==> config.mk <==
export PLATFORM = sky130hd
export DESIGN_NAME = junction_controller
export DESIGN_NICKNAME = d
export VERILOG_FILES = /design/src/rtl/junction_controller.sv
export SDC_FILE = /design/constraint.sdc
export NUM_CORES = 1
export LEC_CHECK = 0
export BUFFER_PORTS_ARGS = -buffer_cell sky130_fd_sc_hd__buf_4
export CAP_MARGIN = 10
export CORE_MARGIN = 2
export CORE_UTILIZATION = 50
export DETAILED_ROUTE_END_ITERATION = 8
export PLACE_DENSITY_LB_ADDON = 0.12
export SLEW_MARGIN = 0
export SYNTH_ARGS = -nofsm -noshare
export SYNTH_HDL_FRONTEND = slang
export SYNTH_SLANG_ARGS = --single-unit
==> constraint.sdc <==
create_clock -name clk -period 2.4 [get_ports clk]
set_input_delay 0.24 -clock clk [delete_from_list [all_inputs] [get_ports clk]]
set_output_delay 0.24 -clock clk [all_outputs]
set_load 0.01 [all_outputs]
==> src/rtl/junction_controller.sv <==
// Two-road junction sequencer: demand-driven main/side UK light sequences with an all-red pedestrian walk phase.
// Lamps are registered from the next-state decode so they change on the same edge as the state.
module junction_controller #(
    parameter int unsigned T_ALLRED    = 1,
    parameter int unsigned T_RA        = 2,
    parameter int unsigned T_AMBER     = 3,
    parameter int unsigned T_MIN_GREEN = 8,
    parameter int unsigned T_SIDE_G    = 6,
    parameter int unsigned T_WALK      = 5,
    parameter int unsigned CW          = 8
) (
    input  logic clk,
    input  logic rst_n,
    input  logic ped_req,
    input  logic side_car,
    output logic main_red,
    output logic main_amber,
    output logic main_green,
    output logic side_red,
    output logic side_amber,
    output logic side_green,
    output logic walk,
    output logic ped_wait
);

    typedef enum logic [3:0] {
        AR_M, M_RA, M_G, M_A, AR_S, S_RA, S_G, S_A, WALK
    } state_t;

    localparam logic [CW-1:0] C_ALLRED = CW'(T_ALLRED - 1);
    localparam logic [CW-1:0] C_RA     = CW'(T_RA - 1);
    localparam logic [CW-1:0] C_AMBER  = CW'(T_AMBER - 1);
    localparam logic [CW-1:0] C_MING   = CW'(T_MIN_GREEN - 1);
    localparam logic [CW-1:0] C_SIDEG  = CW'(T_SIDE_G - 1);
    localparam logic [CW-1:0] C_WALK   = CW'(T_WALK - 1);

    state_t          r_state;
    state_t          w_next;
    logic [CW-1:0]   r_cnt;
    logic            r_ped_wait;
    logic            r_from_side;
    logic [6:0]      r_lamps;
    logic [6:0]      w_lamps;

    always_comb begin
        w_next = r_state;
        case (r_state)
            AR_M: if (r_cnt == C_ALLRED) w_next = r_ped_wait ? WALK : M_RA;
            M_RA: if (r_cnt == C_RA)     w_next = M_G;
            M_G:  if (r_cnt >= C_MING && (side_car || r_ped_wait)) w_next = M_A;
            M_A:  if (r_cnt == C_AMBER)  w_next = AR_S;
            AR_S: if (r_cnt == C_ALLRED) w_next = r_ped_wait ? WALK : S_RA;
            S_RA: if (r_cnt == C_RA)     w_next = S_G;
            // Side green ends at its maximum, or early once the sensor clears after the first cycle
            S_G:  if (r_cnt == C_SIDEG || (r_cnt != '0 && !side_car)) w_next = S_A;
            S_A:  if (r_cnt == C_AMBER)  w_next = AR_M;
            WALK: if (r_cnt == C_WALK)   w_next = (r_from_side && side_car) ? S_RA : M_RA;
            default: w_next = AR_M;
        endcase
    end

    // Lamp order: main r/a/g, side r/a/g, walk
    always_comb begin
        w_lamps = 7'b1001000;
        case (w_next)
            M_RA:    w_lamps = 7'b1101000;
            M_G:     w_lamps = 7'b0011000;
            M_A:     w_lamps = 7'b0101000;
            S_RA:    w_lamps = 7'b1001100;
            S_G:     w_lamps = 7'b1000010;
            S_A:     w_lamps = 7'b1000100;
            WALK:    w_lamps = 7'b1001001;
            default: w_lamps = 7'b1001000;
        endcase
    end

    always_ff @(posedge clk or negedge rst_n) begin
        if (!rst_n) begin
            r_state     <= AR_M;
            r_cnt       <= '0;
            r_ped_wait  <= 1'b0;
            r_from_side <= 1'b0;
            r_lamps     <= 7'b1001000;
        end else begin
            r_state <= w_next;
            r_lamps <= w_lamps;
            if (w_next != r_state) begin
                r_cnt <= '0;
                if (w_next == AR_M) r_from_side <= 1'b0;
                if (w_next == AR_S) r_from_side <= 1'b1;
            end else if (r_cnt != '1) begin
                r_cnt <= r_cnt + 1'b1;
            end
            // Entering WALK clears the request even if the button is pressed on that edge
            if (r_state != WALK) begin
                if (w_next == WALK)  r_ped_wait <= 1'b0;
                else if (ped_req)    r_ped_wait <= 1'b1;
            end
        end
    end

    assign {main_red, main_amber, main_green, side_red, side_amber, side_green, walk} = r_lamps;
    assign ped_wait = r_ped_wait;

endmodule

# Word level (Yosys, flattened, before mapping)
# Index checks and enable logic that the tools add are counted.
# word_totals
word_cells	65
ff_bits	21
output_inout_bits	8
# classes
add_sub_neg	1
reduce_logical	15
order_cmp	1
muxes	20
n_eq_ne	23
# op_table
op	count
$pmux W7 S7	1
$mux W4	11
$pmux W4 S9	1
$eq A4 B3 Y1 const B	8
$eq A4 B2 Y1 const B	4
$eq A8 B3 Y1 const B	2
$mux W8	2
$add A8 B1 Y8 const B	1
$eq A4 B1 Y1 const B	2
$eq A4 B4 Y1 const B	2
$eq A8 B1 Y1 const B	1
$eq A8 B2 Y1 const B	1
$ge A8 B3 Y1 const B	1
$logic_not A4 Y1	2
$logic_not A8 Y1	1
$ne A8 B8 Y1 const B	1
$reduce_bool A8 Y1	1
$reduce_bool A2 Y1	3
$mux W1	4
$ne A4 B4 Y1	1
$ne A4 B4 Y1 const B	1
$reduce_and A2 Y1	2
$logic_and A1 B1 Y1	3
$mux W3	1
2 further kinds	3

# Depth between registers and ports, before layout
# logic_depth
depth_word	8
mapped_depth	8
depth_no_buf	8

# Least setup slack after synthesis
# No wires, ideal clock.
# synth_path
path_kind	register to register
from	reg r_cnt[0]
to	reg r_cnt[0]
path_stages_with_launch	8
required_ps	2270
arrival_ps	1863
synth_period_minus_slack_ps	1993
slack_ps	407
cell_sequence	dfrtp_1 -> inv_1 -> ha_1 -> or3b_2 -> nor4_1 -> nor3_2 -> a31oi_4 -> nor2_1
# synth_between
elab_chain_len	7
elab_cells_between_ends	26
cone_classes	1 x add/sub; 1 x order compare; 6 x eq/ne; 12 x mux; 6 x reduce/logical
# synth_rtl
element	line_no	source
start: declaration	39	logic [CW-1:0] r_cnt;
start signal: assignment	92	r_cnt <= r_cnt + 1'b1;
parallel branches: the longest is 7 deep, another holds $ge A8 B3 Y1	n/a	
# Several ways; the timed one is not identified. The select of a mux whose other input is x is not followed.
# A chain may end at the register's enable or synchronous reset.

# Worst setup path in the final report
# Ends and elaborated chain as after synthesis.

==> impl_metrics.yaml <==
status:
  status: "completed"
route:
  totalWireLength_mm: 2.715
  drtPass1Iterations: 4
  wire_per_inst_um: 15.88
  vias_per_cell: 6.012
  drt_iter0_markers: 41
  final_antenna_net_count: 0
  vias: 1028
  drc: 0
sta:
  tightest_slew_ps: 541.3
  setup_violations: 0
  hold_violations: 0
  slew-limit-headroom_pct: 63.64
  fin_crit_sh_pct: 91.93
  finalSetupTns_ps: 0
  period_needed_ps: 2206
  finalClockSkew_ps: 7.626
  slew_violations: 0
  rsz0062_at_grt: "no"
  fmax_mhz: 453.2
cells_and_area:
  multi_input_comb_area_sq_um: 716.9
  nets: 150
  seq_area_sq_um: 528.0
  final_common_cell: "dfrtp_1"
  area_delta_synth_final_pct: 10.85
  layout-drive-gt1-share_pct: 26.24
  fillers: 214
  mostFrequentLayoutCells: "19 x dfrtp_1, 14 x buf_4, 11 x nor2_1, 10 x inv_1"
  antennaDiodeCount: 0
critical_path:
  reg2reg_slack_ps: 190
  cp.arrival_ps: 2400
  timing.rr.start: "r_cnt[0]"
  ff2ff_path_depth: 7
  r2r-end: "r_cnt[0]"
  cp_max_fo: 8
  cp.required_ps: 2600
  critical_path_class: "register to register"
  endpoint_kind: "register"
  crit_path_start_kind: "register"
clock_tree:
  cts_setup_buffers: 0
  clkSinkCount: 21
  clock_path_buffers: 2
  cts-root-buf: "clkbuf_4"
  clk_pin_slew_ps: 120
  htree_levels: 1
  cts-resized-gates: 0
  tritoncts.num_buffers: 3
  cts_tree: "built"
  clk_latency_ps: 310
min_path:
  hold_end: "ped_wait"
  worst_hold_path.num_cells: 3
  hold_class: "input pin to register"
  min-delay-start: "ped_req"
pwr:
  pwr-share-comb_pct: 53.1
  p_leak_nw: 0.6363
  p_per_area_mw_per_mm2: 1013
  p_sw_share_pct: 43.35
  p_seq_share_pct: 35.6
  intPower_uw: 843.3
  power.switching_uw: 645.4
  ir_drop_mv: 0.5988
  clkPwrFrac_pct: 11.3
  finalPower_mw: 1.489
synthesis:
  synthMuxAreaShare_pct: 0.7547
  ys_types: 54
  synth_top_cell_area_share_pct: 35.85
  netlist_instances: 129
  yosysSeqAreaShare_pct: 39.81
  async_reset_ff_share_pct: 100.0
  synthXorXnorAreaFrac_pct: 3.302
  synth_top_family_by_area: "simple AND/OR/NAND/NOR gates"
  synth_area_sq_mm: 0.001326
  synth_compound_area_share_pct: 22.08
  synthFlopType: "dfrtp_1"
  synth_edf_count: 0
  synth-simple-area-share_pct: 24.15
  yosysWarningCount: 0
  synth-seq-cells: 21
  synth_fa_ha_area_share_pct: 3.774
  syn_area_per_cell_sq_um: 10.28
  ys_top_cells_by_area: "dfrtp_1 36%, dfstp_2 4.0%, ha_1 3.8%, nor2_1 3.1%, inv_1 2.8%"
  syn_nets: 137
  synth_top_cell_by_area: "dfrtp_1"
place:
  numPortBuffers: 11
  gp_congestion: 0.8786
  place_hpwl_mm: 2.024
floorplanning:
  dieArea_sq_mm: 0.003080
  initial_core_util_pct: 53.05
  die_x_um: 55.50
  chipHeight_um: 55.50
  core_sq_mm: 0.002500
  rows: 18
  io_pins: 12
global_routing:
  grt_pass1_wl_mm: 4.623
  grt_max_degree: 22
  grt_overflow: 0
  grt_pass1_vias: 989
  grtUsageTotal_pct: 18.78
  antenna_found_initial: 0
job:
  max-cap-violations: 0
synth_stat cells, drive strengths merged, types with 2 or more instances:
master	number
xor2	3
and2	2
inv	11
buf	2
ha	4
nand4	3
nand2	6
nand3	6
nor4b	2
a211oi	3
xnor2	2
dfrtp	19
a311oi	3
a2bb2oi	2
a31oi	2
nor4	5
dfstp	2
clkbuf	5
a21oi	6
nor3	3
or3b	3
o21a	2
nor2	11
layout make-up:
type	count	area share, %
multi-input combinational	89	48.77
sequential	21	35.91
timing repair buffer	15	7.830
inverter	12	3.064
tap	30	2.553
clock buffer	3	1.532
clock inverter	1	0.3404
worst max-delay path by stage:
| stage | from | to | slack (ps) | cells past startpoint |
|---|---|---|---|---|
| 2_1_floorplan | r_cnt[0] | r_cnt[0] | 410 | 7 |
| 5_1_grt | r_cnt[0] | r_cnt[7] | 50 | 7 |
| 4_1_cts | r_cnt[0] | r_cnt[0] | 190 | 7 |
| 3_3_place_gp | r_cnt[4] | r_cnt[6] | 280 | 5 |
| 6_report | r_cnt[0] | r_cnt[0] | 190 | 7 |
| 3_5_place_dp | r_cnt[0] | r_cnt[0] | 200 | 7 |
flip-flops by register name, summed over array words and instances (netlist names):
name / flops
r_from_side: 1
r_state: 4
ped_wait: 1
r_cnt: 8
r_lamps: 7
power groups by stage:
stage | sequential (mW) | combinational (mW) | clock [mW]
6_report | 0.531 | 0.790 | 0.168
5_1_grt | 0.544 | 0.868 | 0.192
4_1_cts | 0.530 | 0.790 | 0.174
3_5_place_dp | 0.536 | 0.785 | 0
3_3_place_gp | 0.530 | 0.784 | 0
2_1_floorplan | 0.498 | 0.617 | 0
stage by stage:
| stage | setup WS (ps) | instances | utilization [%] | hold slack, ps | cell area, sq um |
|---|---|---|---|---|---|
| floorplan | 407.1 | 129 | - | -55.59 | 1326 |
| global placement | 281.6 | 166 | 57.31 | 131.4 | 1433 |
| detailed placement | 201.8 | 166 | 57.31 | 136.4 | 1433 |
| CTS | 186.5 | 171 | 58.81 | 202.7 | 1470 |
| global route | 48.34 | 171 | 58.81 | 210.7 | 1470 |
| finish | 193.7 | 171 | 58.81 | 197.1 | 1470 |
logic make-up after synthesis:
| logic type | after synthesis |
|---|---|
| buffers and inverters | 19 |
| adders and majority gates | 4 |
| muxes | 1 |
| DFF | 21 |
| xor gates and xnor gates | 5 |
| and+or+nand+nor | 50 |
| AOI/OAI and AO/OA | 29 |
critical path, cell delays in order (launching register included):
cell and delay [ps]:
dfrtp_1 440, inv_1 110, ha_1 230, or3b_2 470, nor4_1 310, nor3_2 130, a31oi_4 310, nor2_1 90
routing by layer:
layer / GRT usage (%) / share of wire [%]
met5: 0 / 0
met1: 28.32 / 49
met3: 3.981 / 6.5
met4: 8.014 / 0.44
met2: 25.68 / 44
timing repair:
item	in CTS	in global routing
hold buffers	1	0
endpoints found under the setup margin	0	0
hold endpoints to repair	19	0
(Power assumes the default switching activity.)
